**src/rtl/lvt_mpram.sv**
```systemverilog
// Multi-port RAM built from NW x NR replicated banks plus a Live Value Table
// that remembers which write port last wrote each address.
module lvt_mpram #(
  parameter int NW     = 2,
  parameter int NR     = 1,
  parameter int AW     = 7,
  parameter int DW     = 8,
  parameter int BYPASS = 0
) (
  input  logic             clk,
  input  logic             rst,
  input  logic [NW*AW-1:0] wr_addr,
  input  logic [NW*DW-1:0] wr_data,
  input  logic [NW-1:0]    wr_en,
  input  logic [NR*AW-1:0] rd_addr,
  input  logic [NR-1:0]    rd_en,
  output logic [NR*DW-1:0] rd_data,
  output logic [NR-1:0]    rd_valid,
  output logic             ready,
  output logic             wr_collision
);

  localparam int DEPTH = 2 ** AW;
  localparam int LW    = (NW > 1) ? $clog2(NW) : 1;

  typedef enum logic {
    ST_INIT,
    ST_RUN
  } state_t;

  state_t          state_q, state_d;
  logic [AW:0]     ptr_q, ptr_d;
  logic [NR*DW-1:0] rd_data_q, rd_data_d;
  logic [NR-1:0]   rd_valid_q, rd_valid_d;
  logic            coll_q, coll_d;

  logic [DW-1:0]   bank_q [NW][NR][DEPTH];
  logic [LW-1:0]   lvt_q  [DEPTH];

  logic [NW-1:0]   commit;
  logic [NW-1:0]   bk_we;
  logic [AW-1:0]   bk_addr [NW];
  logic [DW-1:0]   bk_data [NW];
  logic [LW-1:0]   lvt_data [NW];
  logic [AW-1:0]   rd_a [NR];

  // Lowest-index enabled port wins an address; later ports hitting it are dropped.
  always_comb begin
    commit = '0;
    coll_d = 1'b0;
    for (int w = 0; w < NW; w++) begin
      commit[w] = wr_en[w];
      for (int v = 0; v < w; v++) begin
        if (wr_en[v] && (wr_addr[v*AW +: AW] == wr_addr[w*AW +: AW])) begin
          commit[w] = 1'b0;
        end
      end
      if (wr_en[w] && !commit[w]) begin
        coll_d = 1'b1;
      end
    end
    if (state_q != ST_RUN) begin
      commit = '0;
      coll_d = 1'b0;
    end
  end

  // During INIT every bank port is hijacked to clear the pointer address.
  always_comb begin
    for (int w = 0; w < NW; w++) begin
      if (state_q == ST_INIT) begin
        bk_we[w]    = 1'b1;
        bk_addr[w]  = ptr_q[AW-1:0];
        bk_data[w]  = '0;
        lvt_data[w] = '0;
      end else begin
        bk_we[w]    = commit[w];
        bk_addr[w]  = wr_addr[w*AW +: AW];
        bk_data[w]  = wr_data[w*DW +: DW];
        lvt_data[w] = LW'(w);
      end
    end
  end

  always_comb begin
    state_d = state_q;
    ptr_d   = ptr_q;
    if (state_q == ST_INIT) begin
      ptr_d = ptr_q + 1'b1;
      if (ptr_q == (AW + 1)'(DEPTH - 1)) begin
        state_d = ST_RUN;
      end
    end
  end

  always_comb begin
    rd_data_d  = rd_data_q;
    rd_valid_d = '0;
    for (int r = 0; r < NR; r++) begin
      rd_a[r] = rd_addr[r*AW +: AW];
      if ((state_q == ST_RUN) && rd_en[r]) begin
        rd_valid_d[r]          = 1'b1;
        rd_data_d[r*DW +: DW]  = bank_q[lvt_q[rd_a[r]]][r][rd_a[r]];
        if (BYPASS != 0) begin
          for (int w = NW - 1; w >= 0; w--) begin
            if (commit[w] && (bk_addr[w] == rd_a[r])) begin
              rd_data_d[r*DW +: DW] = wr_data[w*DW +: DW];
            end
          end
        end
      end
    end
  end

  always_ff @(posedge clk) begin
    if (!rst) begin
      state_q    <= ST_INIT;
      ptr_q      <= '0;
      rd_data_q  <= '0;
      rd_valid_q <= '0;
      coll_q     <= 1'b0;
    end else begin
      state_q    <= state_d;
      ptr_q      <= ptr_d;
      rd_data_q  <= rd_data_d;
      rd_valid_q <= rd_valid_d;
      coll_q     <= coll_d;
    end
  end

  // Storage has no reset; the INIT sweep is what clears it.
  always_ff @(posedge clk) begin
    for (int w = 0; w < NW; w++) begin
      if (rst && bk_we[w]) begin
        for (int r = 0; r < NR; r++) begin
          bank_q[w][r][bk_addr[w]] <= bk_data[w];
        end
        lvt_q[bk_addr[w]] <= lvt_data[w];
      end
    end
  end

  assign rd_data      = rd_data_q;
  assign rd_valid     = rd_valid_q;
  assign wr_collision = coll_q;
  assign ready        = (state_q == ST_RUN);

endmodule

```
**config.mk**
```make
export PLATFORM = sky130hd
export DESIGN_NAME = lvt_mpram
export DESIGN_NICKNAME = d
export VERILOG_FILES = /design/src/rtl/lvt_mpram.sv
export SDC_FILE = /design/constraint.sdc
export NUM_CORES = 2
export LEC_CHECK = 0
export ABC_AREA = 1
export BUFFER_PORTS_ARGS = -buffer_cell sky130_fd_sc_hd__buf_2
export CORE_ASPECT_RATIO = 1.2
export CORE_MARGIN = 2
export CORE_UTILIZATION = 32
export CTS_CLUSTER_SIZE = 16
export DETAILED_ROUTE_END_ITERATION = 7
export PLACE_DENSITY = 0.44
export SYNTH_ARGS = -nofsm -noshare
export SYNTH_HDL_FRONTEND = slang
export SYNTH_SLANG_ARGS = --single-unit
```
**constraint.sdc**
```tcl
create_clock -name clk -period 8.65 [get_ports clk]
set_clock_uncertainty 0.05 [all_clocks]
set_input_delay 0.4325 -clock clk [delete_from_list [all_inputs] [get_ports clk]]
set_output_delay 0.4325 -clock clk [all_outputs]
set_load 0.02 [all_outputs]
```
==> metrics.md <==
| Metric | Value |
|---|---|
| Via count | `68.0k` |
| RSZ-0062 raised after global routing | `false` |
| Largest net degree at the start of global routing | `173` |
| Drt total wl | `356000 um` |
| Mapped Cells | `8877` |
| Num ports | `53` |
| Reg clk slew, reported paths | `60 ps` |
| Fill cells | `29.7k` |
| Antenna violations before repair | `13` |
| Final HPWL DP | `195000 um` |
| Worst skew pair latency | `910 ps` |
| Max cap viols | `1` |
| Avg Cell Area, Syn | `10.7 um^2` |
| Placer Congestion | `0.821` |
| Vias in the first global route | `65.8k` |
| Final min period | `6310 ps` |
| 1st-iter DRT viols | `6987` |
| Worst Path Max Fanout | `172` |
| Multi-input gate area in the final layout | `25000 um^2` |
| Die Area | `302000 um^2` |
| Wire per inst | `27.8 um` |
| Clk buf depth | `4` |
| PostCTS Resize Cnt | `0` |
| Cell area power density | `219 nW/um^2` |
| Area growth syn-to-layout | `11.8%` |
| Port buffer count | `52` |
| First-pass DRT Iterations | `6` |
| F_max | `0.158 GHz` |
| Initial Util | `32.2%` |
| Crit Path Class | `in2reg` |
| Share of cells above drive strength 1 | `6.33%` |
| Die height | `602 um` |
| Htree depth | `4` |
| TNS Setup | `0 ps` |
| VDD IR max | `0.000168 V` |
| Min Hold Slack | `101 ps` |
| Status | `finished with violations` |
| Hold EP | `rd_data[1]` |
| NumNets Final | `8693` |
| Worst R2R Path Depth | `9` |
| Hold Crit Class | `in2reg` |
| CTS tree | `done` |
| Worst hold start | `rd_addr[6]` |
| Final cycle utilization of the critical path | `73.0%` |
| Failing checks | `capacitance limit` |
| Hold depth | `5` |
| Clock root cell | `clkbuf_16` |
| GRT Total Usage | `23.0%` |
| WP data required | `9410 ps` |
| # rows | `219` |
| Final Hold Fails | `0` |
| Post-detailed-route count of antenna-violating nets | `0` |
| Yosys cell types | `31` |
| CP endpoint kind | `flop` |
| Max-slew violation count | `0` |
| Tot Pwr | `0.0234 W` |
| Synth Register Bits | `2195` |
| Syn. warnings | `0` |
| Main synth FF type | `edfxtp_1` |
| Post-Syn Area | `95300 um^2` |
| Core area | `296000 um^2` |
| DRC violations left | `0` |
| Hold-fix buffers, CTS | `4` |
| Setup violations, final | `0` |
| Gr ovfl total | `0` |
| Reg2reg end | `bank_q[0][828]` |
| Synthesized net count | `8920` |
| Reg area | `65700 um^2` |
| First-pass GRT wire length | `504000 um` |
| Relative slew slack | `1.59%` |
| Critical path arrival | `7070 ps` |
| Die width | `502 um` |
| R2R Setup Slk | `2790 ps` |
| CTS Buf Count | `231` |
| Setup bufs post-CTS | `0` |
| Post-synth ARST share | `0%` |
| Clk sinks | `2195` |
| Critical Path Source | `rd_addr[0]` |
| Lkg Pwr | `40.4 nW` |
| Crit start category | `input pin` |
| Post-synthesis sequential area ratio | `68.9%` |
| Post-synth EDFFs | `2176` |
| Worst R2R Start | `ready` |
| Via-to-Cell Ratio | `5.31` |
| Worst-Margin Slew | `1470 ps` |
flip-flops by register name, summed over array words and instances (netlist names):
name          cells
bank_q         2048
lvt_q           128
ptr_q             8
rd_data           8
rd_valid          1
ready             1
wr_collision      1
area by class of cell:
class / count / area share [%]
Clock buffer: 278 / 5.70
Clock inverter: 133 / 1.08
Sequential cell: 2195 / 61.7
Multi-Input combinational cell: 5546 / 23.4
Tap cell: 3978 / 4.67
Inverter: 466 / 1.77
Timing Repair Buffer: 210 / 1.62
Antenna cell: 10 / 0.0235
layer usage:
layer	global-route usage [%]	up-vias	part of all wire, %
met4	8.20	4	3.9
met5	0	-	0.0084
met3	2.80	557	5.7
met1	29.9	34649	41
met2	39.2	2401	49
li1	-	30432	-
cell usage in the layout, fill, tap and decap left out, drive strengths merged, types with 3 or more instances in the layout:
cell         netlist  final
nand2           2747   2747
edfxtp          2176   2176
nand3           1942   1942
inv              452    456
nor2             325    325
clkbuf           340    278
o211ai           224    224
buf              330    206
o22ai            128    128
clkinv            14    119
nor3              62     62
nand3b            56     56
a21oi             28     28
bufinv             0     19
dfxtp             19     19
o21ai             16     16
diode              0     10
clkinvlp           0      5
nand4              4      4
dlygate4sd3        0      4
xnor2              3      3
where the power goes:
part           total (W)  switching (W)  internal [W]
Sequential        0.0115     0.00000468        0.0115
Clock            0.00986        0.00434       0.00552
Combinational    0.00197        0.00149      0.000476
synth_stat cells (3+ instances only):
cell type,n,area [um^2]
buf_4,73,548
clkinv_1,14,52.6
nor2_1,325,1220
o21ai_1,8,40.0
a21oi_1,28,140
xnor2_1,3,26.3
edfxtp_1,2176,65300
buf_1,94,353
nand3_1,1942,9720
o21ai_0,8,40.0
clkbuf_1,340,1280
o211ai_1,224,1680
o22ai_1,128,801
inv_2,3,11.3
nor3_1,62,310
dfxtp_1,19,380
nand4_1,4,25.0
buf_6,5,56.3
nand2_1,2746,10300
inv_1,449,1690
buf_2,158,791
nand3b_1,56,420
stage by stage:
step / cells / util, % / setup slack (ps) / instance area, um^2
CTS: 12806 / 35.9 / 2680 / 107000
floorplan: 8877 / - / 5070 / 95300
finish: 12816 / 35.9 / 2340 / 107000
global placement: 12391 / 33.5 / 1640 / 99200
detailed placement: 12391 / 33.5 / 1700 / 99200
global route: 12807 / 35.9 / 2340 / 107000
how the worst max path moves through the flow:
stage,slack [ps],cells after the start,endpoint
floorplan,5070,6,bank_q[0][0]
global placement,1640,24,rd_data[1]
detailed placement,1700,24,rd_data[1]
CTS,2680,24,rd_data[1]
global route,2340,24,rd_data[1]
finish,2340,24,rd_data[1]
worst max-delay path, stage by stage:
cell	delay, ps
buf_8	200
inv_8	670
buf_4	540
nand2_1	110
nand3_1	90
nand3_1	90
nand3_1	340
nand2_1	140
nand2_1	160
nand3_1	210
nand3_4	390
buf_4	450
buf_12	540
nand3b_1	150
nand3_1	130
nand3_1	140
nand3_1	180
nand3_1	230
nand3_1	250
nand3_1	430
nand3_1	270
nand3_1	100
nand2_1	90
inv_1	40
cells by family (layout without fill, tap and decap cells):
kind of cell / count (synthesis) / in the layout / synth area share, %
AO/OA/AOI/OAI: 398 / 398 / 2.86
XOR/XNOR: 5 / 5 / 0.0459
adder cells (fa/ha/maj): 1 / 1 / 0.0131
buffers and inverters: 1136 / 1087 / 5.01
flip-flops: 2195 / 2195 / 68.9
other: 0 / 10 / 0
AND/OR/NAND/NOR: 5142 / 5142 / 23.1
Power figures use the tool's default switching activity.
